## config.mk

```make
export PLATFORM = sky130hd
export DESIGN_NAME = encrypt_unit_pipe
export DESIGN_NICKNAME = d
export VERILOG_FILES = /design/src/rtl/encrypt_pkg.sv /design/src/rtl/encrypt_round.sv /design/src/rtl/encrypt_unit_pipe.sv
export SDC_FILE = /design/constraint.sdc
export NUM_CORES = 1
export LEC_CHECK = 0
export CAP_MARGIN = 40
export CORE_ASPECT_RATIO = 1.75
export CORE_MARGIN = 1.5
export CORE_UTILIZATION = 45
export DETAILED_ROUTE_END_ITERATION = 8
export HOLD_SLACK_MARGIN = 0.02
export PLACE_DENSITY = 0.76
export REMOVE_ABC_BUFFERS = 1
export SLEW_MARGIN = 20
export SYNTH_ARGS = -nofsm -noshare
export SYNTH_HDL_FRONTEND = slang
export SYNTH_SLANG_ARGS = --single-unit
```

## constraint.sdc

```tcl
create_clock -name clk -period 3.2 [get_ports clk]
set_clock_uncertainty 0.15 [all_clocks]
set_input_delay 0.64 -clock clk [delete_from_list [all_inputs] [get_ports clk]]
set_output_delay 0.64 -clock clk [all_outputs]
set_load 0.02 [all_outputs]
```

## src/rtl/encrypt_pkg.sv

```systemverilog
// Shared types and helpers for the pipelined encryption unit.
//   ctrl_state_t : control FSM states (UNKEYED, READY, RUN)
//   rotl()       : rotate-left of the low `width` bits of a ROTL_MAX_W-bit value
//   DEFAULT_*    : default parameter values for the unit
package encrypt_pkg;

    localparam int unsigned DEFAULT_DATA_W = 8;
    localparam int unsigned DEFAULT_ROUNDS = 4;

    // Widest datapath rotl() can handle; callers zero-extend into and truncate out of it.
    localparam int unsigned ROTL_MAX_W = 64;
    localparam int unsigned ROTL_IDX_W = $clog2(ROTL_MAX_W);

    typedef enum logic [1:0] {
        UNKEYED,
        READY,
        RUN
    } ctrl_state_t;

    // Rotates value[width-1:0] left by `amount`; bits at and above `width` come back as 0.
    function automatic logic [ROTL_MAX_W-1:0] rotl(input logic [ROTL_MAX_W-1:0] value,
                                                    input int unsigned           amount,
                                                    input int unsigned           width);
        logic [ROTL_MAX_W-1:0] res;
        res = '0;
        for (int unsigned b = 0; b < ROTL_MAX_W; b++) begin
            if (b < width) begin
                res[ROTL_IDX_W'((b + amount) % width)] = value[ROTL_IDX_W'(b)];
            end
        end
        return res;
    endfunction

endpackage

```

## src/rtl/encrypt_round.sv

```systemverilog
// One registered encryption round: data_o <= f(data_i ^ rk_i), valid_o <= valid_i.
// Optional macro SHIFT_STAGE_EN: f = rotate-left by 1; otherwise f = identity.
// Ports:
//   clk_i, rst_ni     clock, asynchronous active-low reset
//   valid_i, data_i   word entering this round
//   rk_i              round key for this stage
//   valid_o, data_o   registered round result
module encrypt_round
    import encrypt_pkg::*;
#(
    parameter int unsigned DATA_W = DEFAULT_DATA_W
) (
    input  logic              clk_i,
    input  logic              rst_ni,
    input  logic              valid_i,
    input  logic [DATA_W-1:0] data_i,
    input  logic [DATA_W-1:0] rk_i,
    output logic              valid_o,
    output logic [DATA_W-1:0] data_o
);

    logic              valid_q, valid_d;
    logic [DATA_W-1:0] data_q, data_d;
    logic [DATA_W-1:0] xored, mixed;

    always_comb begin
        xored = data_i ^ rk_i;
`ifdef SHIFT_STAGE_EN
        mixed = DATA_W'(rotl(ROTL_MAX_W'(xored), 1, DATA_W));
`else
        mixed = xored;
`endif
        valid_d = valid_i;
        // Data only moves with a valid word, so idle stages do not toggle.
        data_d  = valid_i ? mixed : data_q;
    end

    always_ff @(posedge clk_i or negedge rst_ni) begin
        if (!rst_ni) begin
            valid_q <= 1'b0;
            data_q  <= '0;
        end else begin
            valid_q <= valid_d;
            data_q  <= data_d;
        end
    end

    assign valid_o = valid_q;
    assign data_o  = data_q;

endmodule

```

## src/rtl/encrypt_unit_pipe.sv

```systemverilog
// Pipelined XOR/rotate encryption unit with run-time key load.
// A word accepted on edge N leaves with v=1 after edge N+ROUNDS.
// Optional macro SHIFT_STAGE_EN: each round rotates its result left by one bit.
// Ports:
//   clk, rst          clock, asynchronous active-low reset
//   cfg_en, cfg_key   key-load strobe and key value (rejected while words are in flight)
//   en, din           input-valid strobe and plaintext
//   key_ok            a key has been loaded since reset
//   cfg_err           one-cycle pulse for a rejected key load
//   v, dout           ciphertext valid and word (dout holds while v=0)
module encrypt_unit_pipe
    import encrypt_pkg::*;
#(
    parameter int unsigned DATA_W = DEFAULT_DATA_W,
    parameter int unsigned ROUNDS = DEFAULT_ROUNDS
) (
    input  logic              clk,
    input  logic              rst,
    input  logic              cfg_en,
    input  logic [DATA_W-1:0] cfg_key,
    input  logic              en,
    input  logic [DATA_W-1:0] din,
    output logic              key_ok,
    output logic              cfg_err,
    output logic              v,
    output logic [DATA_W-1:0] dout
);

    // Stages 0..ROUNDS-2; a valid bit here means a stage will still be valid after this edge.
    localparam logic [ROUNDS-1:0] INNER_MASK = {ROUNDS{1'b1}} >> 1;

    ctrl_state_t       state_q, state_d;
    logic [DATA_W-1:0] key_q, key_d;
    logic              key_ok_q, key_ok_d;
    logic              cfg_err_q, cfg_err_d;
    logic              v_q, v_d;
    logic [DATA_W-1:0] dout_q, dout_d;

    logic              key_load, key_reject, accept, any_valid_d;
    logic [ROUNDS-1:0] stage_valid;
    logic [DATA_W-1:0] stage_data [ROUNDS];

    always_comb begin
        key_load    = cfg_en && (state_q != RUN);
        key_reject  = cfg_en && (state_q == RUN);
        // cfg_en always wins over en, even when the load itself is rejected.
        accept      = en && !cfg_en && key_ok_q;
        any_valid_d = accept || (|(stage_valid & INNER_MASK));

        state_d = state_q;
        unique case (state_q)
            UNKEYED: if (key_load)     state_d = READY;
            READY:   if (accept)       state_d = RUN;
            RUN:     if (!any_valid_d) state_d = READY;
            default:                   state_d = UNKEYED;
        endcase

        key_d     = key_load ? cfg_key : key_q;
        key_ok_d  = key_ok_q || key_load;
        cfg_err_d = key_reject;
        v_d       = stage_valid[ROUNDS-1];
        dout_d    = v_d ? stage_data[ROUNDS-1] : dout_q;
    end

    always_ff @(posedge clk or negedge rst) begin
        if (!rst) begin
            state_q   <= UNKEYED;
            key_q     <= '0;
            key_ok_q  <= 1'b0;
            cfg_err_q <= 1'b0;
            v_q       <= 1'b0;
            dout_q    <= '0;
        end else begin
            state_q   <= state_d;
            key_q     <= key_d;
            key_ok_q  <= key_ok_d;
            cfg_err_q <= cfg_err_d;
            v_q       <= v_d;
            dout_q    <= dout_d;
        end
    end

    for (genvar i = 0; i < ROUNDS; i++) begin : g_round
        logic              valid_in;
        logic [DATA_W-1:0] data_in;
        logic [DATA_W-1:0] rk;

        if (i == 0) begin : g_first
            assign valid_in = accept;
            assign data_in  = din;
        end else begin : g_next
            assign valid_in = stage_valid[i-1];
            assign data_in  = stage_data[i-1];
        end

        // Round key i is the loaded key rotated left by i.
        assign rk = DATA_W'(rotl(ROTL_MAX_W'(key_q), i, DATA_W));

        encrypt_round #(
            .DATA_W (DATA_W)
        ) u_round (
            .clk_i   (clk),
            .rst_ni  (rst),
            .valid_i (valid_in),
            .data_i  (data_in),
            .rk_i    (rk),
            .valid_o (stage_valid[i]),
            .data_o  (stage_data[i])
        );
    end

    assign key_ok  = key_ok_q;
    assign cfg_err = cfg_err_q;
    assign v       = v_q;
    assign dout    = dout_q;

endmodule

```

==> results of run 1 <==
-- power breakdown --
part           internal (mW)  total (mW)  leakage, nW  switching (mW)
Clock                  0.318       0.593       0.0911           0.275
Sequential             0.902        1.04        0.655           0.141
Combinational          0.284       0.483        0.421           0.199
-- per-stage QoR --
step                worst slack, ps  power [mW]
finish                         1010        2.12
global route                    962        2.25
CTS                             997        2.15
detailed placement             1200        1.55
global placement               1250        1.53
floorplan                      1820        1.35
-- synthesized netlist by cell type --
cell type  instances  area (sq um)
nand3b_4           1          20.0
nand2_1           11          41.3
nand2b_4           1          13.8
nor3_1             1          5.00
inv_1              2          7.51
buf_2             16          80.1
nor2_1            25          93.8
o21bai_1           1          7.51
mux2_2            16           180
xnor2_1           32           280
nand2_2            1          6.26
o22ai_1            1          6.26
o21ai_0            8          40.0
nand2b_1           1          6.26
dfrtp_1           57          1430
a21oi_1           26           130
-- metal layers --
layer | up-vias | track usage | wire [um]
li1 | 707 | - | -
met1 | 690 | 0.178 | 1530
met2 | 31 | 0.248 | 2010
met3 | 7 | 0.0604 | 140
met4 | 0 | 0.0912 | 89
met5 | - | 0 | 0
-- cell families after synthesis --
| family | Yosys count |
|---|---|
| flip-flops | 57 |
| AND/OR/NAND/NOR | 41 |
| AO/OA/AOI/OAI | 36 |
| XOR/XNOR | 32 |
| buffers and inverters | 18 |
| multiplexers | 16 |
-- layout make-up --
type | count | area share
flip-flops and latches | 57 | 0.505
multi-input cells | 125 | 0.294
repair buffers | 32 | 0.110
clock buffers | 11 | 0.0536
well taps | 54 | 0.0239
clock inverters | 5 | 0.0106
inverters | 2 | 0.00266
-- registers in the layout, summed over array words and instances, names as in the netlist --
register                 flops
state_q                      2
dout                         8
g_round.u_round.data_o      32
key_ok                       1
g_round.rk                   8
cfg_err                      1
v                            1
g_round.u_round.valid_o      4
-- worst min path at each step --
stage                                                           to  slack, ps  cells after the start
after floorplan                                  cfg_err$_DFF_PN0_        190                      0
after global placement    g_round[0].u_round.data_o[4]$_DFFE_PN0P_        330                      2
after detailed placement  g_round[0].u_round.data_o[4]$_DFFE_PN0P_        340                      2
after CTS                             g_round[0].rk[4]$_DFFE_PN0P_        110                      1
after global routing          g_round[2].u_round.valid_o$_DFF_PN0_        130                      1
final                                 g_round[0].rk[4]$_DFFE_PN0P_        110                      1
-- layout by cell type, fill, tap and decap left out, types with 3 or more instances in the layout --
cell type and n:
a21oi_1 26, clkbuf_8 11, clkdlybuf4s50_1 29, clkinv_2 3
dfrtp_1 57, mux2_2 16, nand2_1 11, nor2_1 25
o21ai_0 8, xnor2_1 32
==> key figures, run 1 <==
Place
  • RePlAce Congestion: 0.746
  • DP Cell Count: 270
  • DP HPWL: 2.79 mm
  • Buffers on Ports: 30
  • Post-Place Cell Area: 2640 sq um

Logic synthesis
  • Synth cell types: 16
  • Synth Area in Simple Gates: 0.0795
  • Synthesized area: 2340 sq um
  • Sequential element share of the synthesized area: 0.608
  • Largest family of logic cells by synthesized area: XOR/XNOR gates
  • Yosys warns: 0
  • Post-synthesis cell count: 200
  • Synth Area in Adders: 0
  • Yosys reg bits: 57
  • Synth Area in XOR/XNOR: 0.120
  • Multiplexer area fraction after synthesis: 0.0768
  • Synth Area in Compound Gates: 0.0784
  • Average size of a mapped cell: between 10 and 15 sq um

Route
  • Detailed Route WL: 3.77 mm
  • DR vias/cell: between 5 and 6
  • DRC Markers: 0
  • Drt wl/cell: 13.2 um
  • DRT iter0 DRCs: 35
  • Pre-antenna DRT Iters: 4
  • Vias: 1,435
  • DRT antenna net count: 0

Worst setup path
  • CP arrival: between 1000 and 1500 ps
  • Register-to-Register Path Depth: 3
  • Reg-to-reg endpoint: state_q[1]$_DFFE_PN0P_
  • Worst path required time: 2410 ps
  • Worst R2R Start: g_round[0].u_round.valid_o$_DFF_PN0_
  • Crit path depth: 1
  • Worst path bufs/invs: 1
  • CP Cell Sequence: clkdlybuf4s50_1
  • Delay-heaviest family, CP: buffers and inverters
  • Crit-path max cell delay: 640 ps
  • Critical Path End Type: primary output
  • Critical Path Source: key_ok$_DFF_PN0_
  • Worst setup path end: key_ok
  • Critical path peak fanout: 4
  • Setup CP Type: flop to primary output
  • R2r setup slk: 1740 ps
  • Critical path's slowest cell: clkdlybuf4s50_1
  • Setup crit start kind: flop

STA
  • Tightest Pin Transition: 528 ps
  • Hold Vio Cnt, Final: 0
  • Final setup fails: 0
  • Fin crit share: 0.686
  • Pins Over Slew Limit: 0
  • Clock period minus worst slack: 2190 ps
  • Relative slew slack: 0.648
  • RSZ-0062 raised after global routing: no
  • Hold WS: 106 ps
  • Fmax: 456 MHz
  • Setup_tns: 0 ps

Clock network
  • H-tree Lvls: 3
  • Num CTS Buffers: 9
  • Clock tree buffer depth: 2
  • Root Buffer: clkbuf_8
  • Gates resized, CTS repair: 0
  • Post-CTS setup buffer count: 0
  • Hold buffers post-CTS: 0
  • Clock latency at the later pin of the worst-skew pair: 330 ps
  • CTS tree: built
  • Clk slew on worst S/H paths: 70 ps
  • Clk sinks: 57

Cells and area
  • Area Overhead vs Synth: 20.4%
  • FF+latch area: 1430 sq um
  • Final Core Density: 0.567
  • Share of cells above drive strength 1: 0.164
  • Post-route insts no fill: about 290
  • Post-route cell area: 2820 sq um
  • Antenna cells: 0
  • Post-layout net count: 247
  • Fillers: around 430
  • Area of the multi-input gates: 831 sq um

Die
  • I/O pin count: 31
  • FP Rows: 34
  • Core area: 4980 sq um
  • Die Area: roughly 5700 sq um
  • Die extent in x: 57.6 um
  • Die height: 98.5 um
  • Initial core utilization: 0.471

Global routing
  • Initial antenna violation count: 0
  • Vias in the first global route: approximately 1,400
  • Overflow after GRT: 0
  • First-pass GRT wire length: roughly 6.6 mm
  • Total GRT Usage: 0.157
  • Pin count of the biggest net entering global routing: 23

Power and ir drop
  • Power Density: 750 nW/um^2
  • Max VDD drop: between 0.0004 and 0.0005 V
  • Leak: 1.17 nW

Run status
  • Status: finished, final reports clean

Flow run
  • Max-Cap Viols: 0

Worst hold path
  • Hold crit path type: primary input to async pin
(Power assumes the default switching activity.)
==> run 2, diff against run 1 <==
==> constraint.sdc (replaced) <==
create_clock -name clk -period 2.2 [get_ports clk]
set_clock_uncertainty 0.15 [all_clocks]
set_input_delay 0.44 -clock clk [delete_from_list [all_inputs] [get_ports clk]]
set_output_delay 0.44 -clock clk [all_outputs]
set_load 0.02 [all_outputs]
==> key figures, run 2 (synthesis gave the netlist of run 1 again) <==
Run status
  • Status: finished, final reports clean

Power and ir drop
  • Leak: 1.16 nW (-0.30%)
  • Max VDD drop: 0.000629 V (+46%)
  • Pint: 2.13 mW (+41%)
  • Sequential share of power: 0.509 (+0.017)
  • Power Density: 1060 nW/um^2 (+41%)
  • Switching Fraction: 0.285 (-0.00510)
  • Clock share of power: 0.249 (-0.031)
  • Switching power: 848 uW (+38%)
  • Logic pwr share: 0.242 (+0.014)

Global routing
  • Overflow after GRT: 0 (unchanged)
  • Total GRT Usage: 0.159 (+0.00177)
  • Initial antenna violation count: 0 (unchanged)
  • Pin count of the biggest net entering global routing: 58 (+150%)
  • First-pass GRT wire length: 6.74 mm (+2.1%)
  • Vias in the first global route: 1,460 (+1.2%)

Clock network
  • CTS tree: built
  • Clock latency at the later pin of the worst-skew pair: 320 ps (about the same)
  • Post-CTS setup buffer count: 0 (unchanged)
  • Root Buffer: clkbuf_8
  • Gates resized, CTS repair: 0 (unchanged)
  • Clock tree buffer depth: 2 (unchanged)
  • Hold buffers post-CTS: 1 (+1)
  • H-tree Lvls: 3 (unchanged)
  • Clk sinks: 57 (unchanged)
  • Clk slew on worst S/H paths: 60 ps (about the same)
  • Num CTS Buffers: 9 (unchanged)

Worst setup path
  • Setup crit start kind: flop
  • CP arrival: 1370 ps (-30 ps)
  • Crit-path max cell delay: 630 ps (about the same)
  • Critical Path End Type: primary output
  • Delay-heaviest family, CP: buffers and inverters
  • Critical path peak fanout: 4 (unchanged)
  • Worst R2R Start: g_round[0].u_round.valid_o$_DFF_PN0_
  • Setup CP Type: flop to primary output
  • Critical Path Source: key_ok$_DFF_PN0_
  • Critical path's slowest cell: clkdlybuf4s50_1
  • Worst path required time: 1610 ps (-800 ps)
  • Worst path bufs/invs: 1 (unchanged)
  • CP Cell Sequence: clkdlybuf4s50_1

STA
  • Pins Over Slew Limit: 0 (unchanged)
  • Relative slew slack: 0.665 (+0.0168)
  • Hold WS: 354 ps (+248 ps)
  • Clock period minus worst slack: 1960 ps
  • RSZ-0062 raised after global routing: no
  • Setup_tns: 0 ps (unchanged)
  • Hold Vio Cnt, Final: 0 (unchanged)
  • Fin crit share: 0.892
  • Final setup fails: 0 (unchanged)
  • Tightest Pin Transition: 503 ps (-25.2 ps)
  • Fmax: roughly 510 MHz

Cells and area
  • Share of cells above drive strength 1: 0.142 (-0.0216)
  • Area of the multi-input gates: 831 sq um (unchanged)
  • Max reg flops: 32 (unchanged)
  • Most flop-heavy register: g_round.u_round.data_o
  • Post-layout net count: 249 (+0.81%)
  • Area Overhead vs Synth: 20.1%
  • Commonest non-fill, non-tap cell in the layout: dfrtp_1
  • FF+latch area: 1430 sq um (unchanged)
  • Antenna cells: 0 (unchanged)
  • Most frequent cells in the layout: dfrtp_1, xnor2_1, clkdlybuf4s50_1
  • Fillers: 441 (+3.5%)

Worst hold path
  • Hold crit path type: flop to flop
  • Hold wc startpoint: dout[7]$_DFFE_PN0P_

Die
  • FP Rows: 34 (unchanged)
  • Core area: 4980 sq um (unchanged)
  • I/O pin count: 31 (unchanged)
  • Die height: 98.5 um (unchanged)
  • Die extent in x: 57.6 um (unchanged)
  • Initial core utilization: 0.471 (unchanged)
  • Die Area: 5670 sq um (unchanged)

Flow run
  • Max-Cap Viols: 0 (unchanged)

Route
  • Drt wl/cell: 13.4 um (+1.6%)
  • Pre-antenna DRT Iters: 3 (-1)
  • DR vias/cell: 5.08 (+1.3%)
  • Detailed Route WL: 3.83 mm (+1.6%)
  • DRT iter0 DRCs: 18 (-49%)
  • Vias: 1,454 (+1.3%)
  • DRT antenna net count: 0 (unchanged)
  • DRC Markers: 0 (unchanged)

Place
  • RePlAce Congestion: 0.735 (-1.6%)
  • Buffers on Ports: 30 (unchanged)
-- run 2: cell count changes in the layout (fill, tap and decap cells not counted) --
cell	change
clkinvlp_4	-2
clkbuf_8	-2
dlygate4sd3_1	+1
clkbuf_1	+4
buf_12	+1
clkinv_2	-2
-- run 2: power by group through the flow --
stage | Combinational [mW] | Sequential (mW) | Clock [mW]
5_1_grt | 0.793 | 1.56 | 0.812
4_1_cts | 0.736 | 1.52 | 0.767
6_report | 0.720 | 1.51 | 0.741
3_3_place_gp | 0.707 | 1.52 | 0
3_5_place_dp | 0.728 | 1.54 | 0
2_1_floorplan | 0.391 | 1.57 | 0
-- run 2: layout make-up --
class | instances | share of cell area
flip-flops and latches | 57 | 0.506
multi-input cells | 125 | 0.295
repair buffers | 34 | 0.121
clock buffers | 13 | 0.0493
well taps | 54 | 0.0240
inverters | 2 | 0.00267
clock inverters | 1 | 0.00178
-- run 2: metrics by stage --
stage | power [mW] | std cells | worst slack, ps | instance area, sq um | util
final | 2.97 | 286 | 237 | 2820 | 0.566
after global routing | 3.16 | 286 | 196 | 2820 | 0.566
after CTS | 3.02 | 286 | 215 | 2820 | 0.566
after detailed placement | 2.26 | 271 | 413 | 2660 | 0.535
after global placement | 2.23 | 271 | 450 | 2660 | 0.535
after floorplan | 1.97 | 184 | 919 | 2260 | -
-- run 2: path summary, 6_finish.rpt --
| path | endpoint | slack, ps | cells past startpoint |
|---|---|---|---|
| max | key_ok | 240 | 1 |
| min | dout[7]$_DFFE_PN0P_ | 350 | 1 |
| max reg2reg | state_q[1]$_DFFE_PN0P_ | 730 | 3 |
| min reg2reg | dout[7]$_DFFE_PN0P_ | 350 | 1 |
| max in group asynchronous | dout[1]$_DFFE_PN0P_ | 1150 | 3 |
| min in group asynchronous | g_round[2].u_round.data_o[5]$_DFFE_PN0P_ | 490 | 3 |
-- run 2: per-layer routing --
metal,routed length (um),up-vias,track usage
li1,-,705,-
met2,2060,33,0.261
met3,125,14,0.0525
met1,1490,702,0.173
met4,152,0,0.0984
met5,0,-,0
==> run 3, diff against run 2 <==
==> constraint.sdc (replaced) <==
create_clock -name clk -period 2.4 [get_ports clk]
set_clock_uncertainty 0.15 [all_clocks]
set_input_delay 0.48 -clock clk [delete_from_list [all_inputs] [get_ports clk]]
set_output_delay 0.48 -clock clk [all_outputs]
set_load 0.02 [all_outputs]
==> key figures, run 3 (synthesis gave the netlist of run 1 again) <==
STA
  • Pins Over Slew Limit: 0 (unchanged)
  • Relative slew slack: 0.661 (-0.00354)
  • Hold WS: 354 ps (+0.137 ps)
  • Tightest Pin Transition: 508 ps (+5.31 ps)
  • Hold Vio Cnt, Final: 0 (unchanged)
  • Fmax: about 500 MHz
  • Clock period minus worst slack: between 2000 and 2500 ps
  • Final setup fails: 0 (unchanged)
  • Setup_tns: 0 ps (unchanged)
  • Fin crit share: 0.842
  • RSZ-0062 raised after global routing: no
  • Final setup margin: 379 ps (+142 ps)

Die
  • Initial core utilization: 0.471 (unchanged)
  • I/O pin count: 31 (unchanged)
  • Die extent in x: 57.6 um (unchanged)
  • Core area: 4980 sq um (unchanged)
  • Die height: 98.5 um (unchanged)
  • Die Area: 5670 sq um (unchanged)
  • FP Rows: 34 (unchanged)

Clock network
  • Root Buffer: clkbuf_8
  • Clock tree buffer depth: 2 (unchanged)
  • Clk sinks: 57 (unchanged)
  • H-tree Lvls: 3 (unchanged)
  • Num CTS Buffers: 9 (unchanged)
  • Post-CTS setup buffer count: 0 (unchanged)
  • Clk slew on worst S/H paths: 60 ps (about the same)
  • Gates resized, CTS repair: 0 (unchanged)
  • CTS tree: built
  • Clock latency at the later pin of the worst-skew pair: 330 ps (about the same)

Global routing
  • First-pass GRT wire length: 6.78 mm (+0.50%)
  • Overflow after GRT: 0 (unchanged)
  • Initial antenna violation count: 0 (unchanged)
  • Routing usage on met2: 0.250 (-0.0114)
  • Vias in the first global route: 1,427 (-2.3%)
  • Pin count of the biggest net entering global routing: 38 (-34%)
  • GRT Max-Usage Layer: met2
  • Met1 Use GR: 0.196 (+0.0233)
  • Met3 Resource Use GR: 0.0630 (+0.0105)
  • Total GRT Usage: 0.162 (+0.00302)

Worst setup path
  • Critical Path End Type: primary output
  • Setup crit start kind: flop
  • Worst path bufs/invs: 1 (unchanged)
  • Setup CP Type: flop to primary output
  • Crit-path max cell delay: 640 ps (about the same)
  • CP Cell Sequence: clkdlybuf4s50_1
  • Worst path required time: 1770 ps (+160 ps)
  • CP arrival: 1390 ps (+20 ps)
  • Delay-heaviest family, CP: buffers and inverters
  • Critical path peak fanout: 4 (unchanged)
  • Critical path's slowest cell: clkdlybuf4s50_1

Power and ir drop
  • Power Density: 1000 nW/um^2 (-4.9%)
  • Max VDD drop: 0.000616 V (-2.1%)
  • Leak: 1.19 nW (+2.5%)

Cells and area
  • Final Core Density: 0.576 (+0.00980)
  • Max reg flops: 32 (unchanged)
  • FF+latch area: 1430 sq um (unchanged)
  • Most flop-heavy register: g_round.u_round.data_o
  • Area of the multi-input gates: 831 sq um (unchanged)
  • Area Overhead vs Synth: 22.2%
  • Commonest non-fill, non-tap cell in the layout: dfrtp_1
  • Most frequent cells in the layout: dfrtp_1, xnor2_1, clkdlybuf4s50_1
  • Post-layout net count: 249 (unchanged)
  • Share of cells above drive strength 1: 0.162 (+0.0202)
  • Antenna cells: 0 (unchanged)
  • Fillers: 403 (-8.6%)
  • Post-route cell area: 2870 sq um (+1.7%)

Route
  • DR vias/cell: 4.94 (-2.8%)
  • Vias: 1,423 (-2.1%)
  • Detailed Route WL: 3.82 mm (-0.16%)
  • DRC Markers: 0 (unchanged)
  • Pre-antenna DRT Iters: 4 (+1)
  • DRT antenna net count: 0 (unchanged)
  • Drt wl/cell: 13.3 um (-0.85%)
  • DRT iter0 DRCs: 20 (+2)

Place
  • Post-Place Cell Area: 2660 sq um (unchanged)
  • Buffers on Ports: 30 (unchanged)
  • Pre-CTS WS: 578 ps (+166 ps)
  • DP HPWL: 2.71 mm
  • RePlAce Congestion: 0.729 (-0.75%)

Worst hold path
  • Hold crit path type: flop to flop

Flow run
  • Max-Cap Viols: 0 (unchanged)

Run status
  • Status: finished, final reports clean
[run 3: power breakdown]
group          switching [mW]  internal (mW)
Clock                   0.349          0.484
Sequential              0.185           1.20
Combinational           0.273          0.383
Total                   0.807           2.07
[run 3: final cells by class]
type / instances / share of cell area
inverters: 2 / 0.00262
clock buffers: 14 / 0.0638
repair buffers: 34 / 0.119
clock inverters: 2 / 0.00349
well taps: 54 / 0.0236
multi-input cells: 125 / 0.290
flip-flops and latches: 57 / 0.498
[run 3: layer usage]
metal,share of wire,vias up
met2,0.51,31
met4,0.025,0
met1,0.42,678
met3,0.040,9
met5,0,-
li1,-,705
[run 3: repair_timing]
item	4_1_cts	5_1_grt
endpoints found under the hold margin	20	0
endpoints found under the setup margin	0	0
hold buffers	1	0
[run 3: stage by stage]
step,std cells,power (mW)
3_5_place_dp,271,2.07
3_3_place_gp,271,2.04
6_report,288,2.88
5_1_grt,288,3.06
4_1_cts,288,2.92
2_1_floorplan,184,1.80
[run 3: path summary, 6_finish.rpt]
kind                       cells after the start  slack (ps)                                        to                                startpoint
hold reg to reg                                2         350  g_round[0].u_round.data_o[3]$_DFFE_PN0P_  g_round[0].u_round.data_o[3]$_DFFE_PN0P_
min in group asynchronous                      2         510  g_round[3].u_round.data_o[5]$_DFFE_PN0P_                                       rst
max in group asynchronous                      3        1030  g_round[2].u_round.data_o[0]$_DFFE_PN0P_                                       rst
setup / recovery                               1         380                                    key_ok                          key_ok$_DFF_PN0_
hold / removal                                 2         350  g_round[0].u_round.data_o[3]$_DFFE_PN0P_  g_round[0].u_round.data_o[3]$_DFFE_PN0P_
setup reg to reg                               3         870                    state_q[1]$_DFFE_PN0P_      g_round[0].u_round.valid_o$_DFF_PN0_
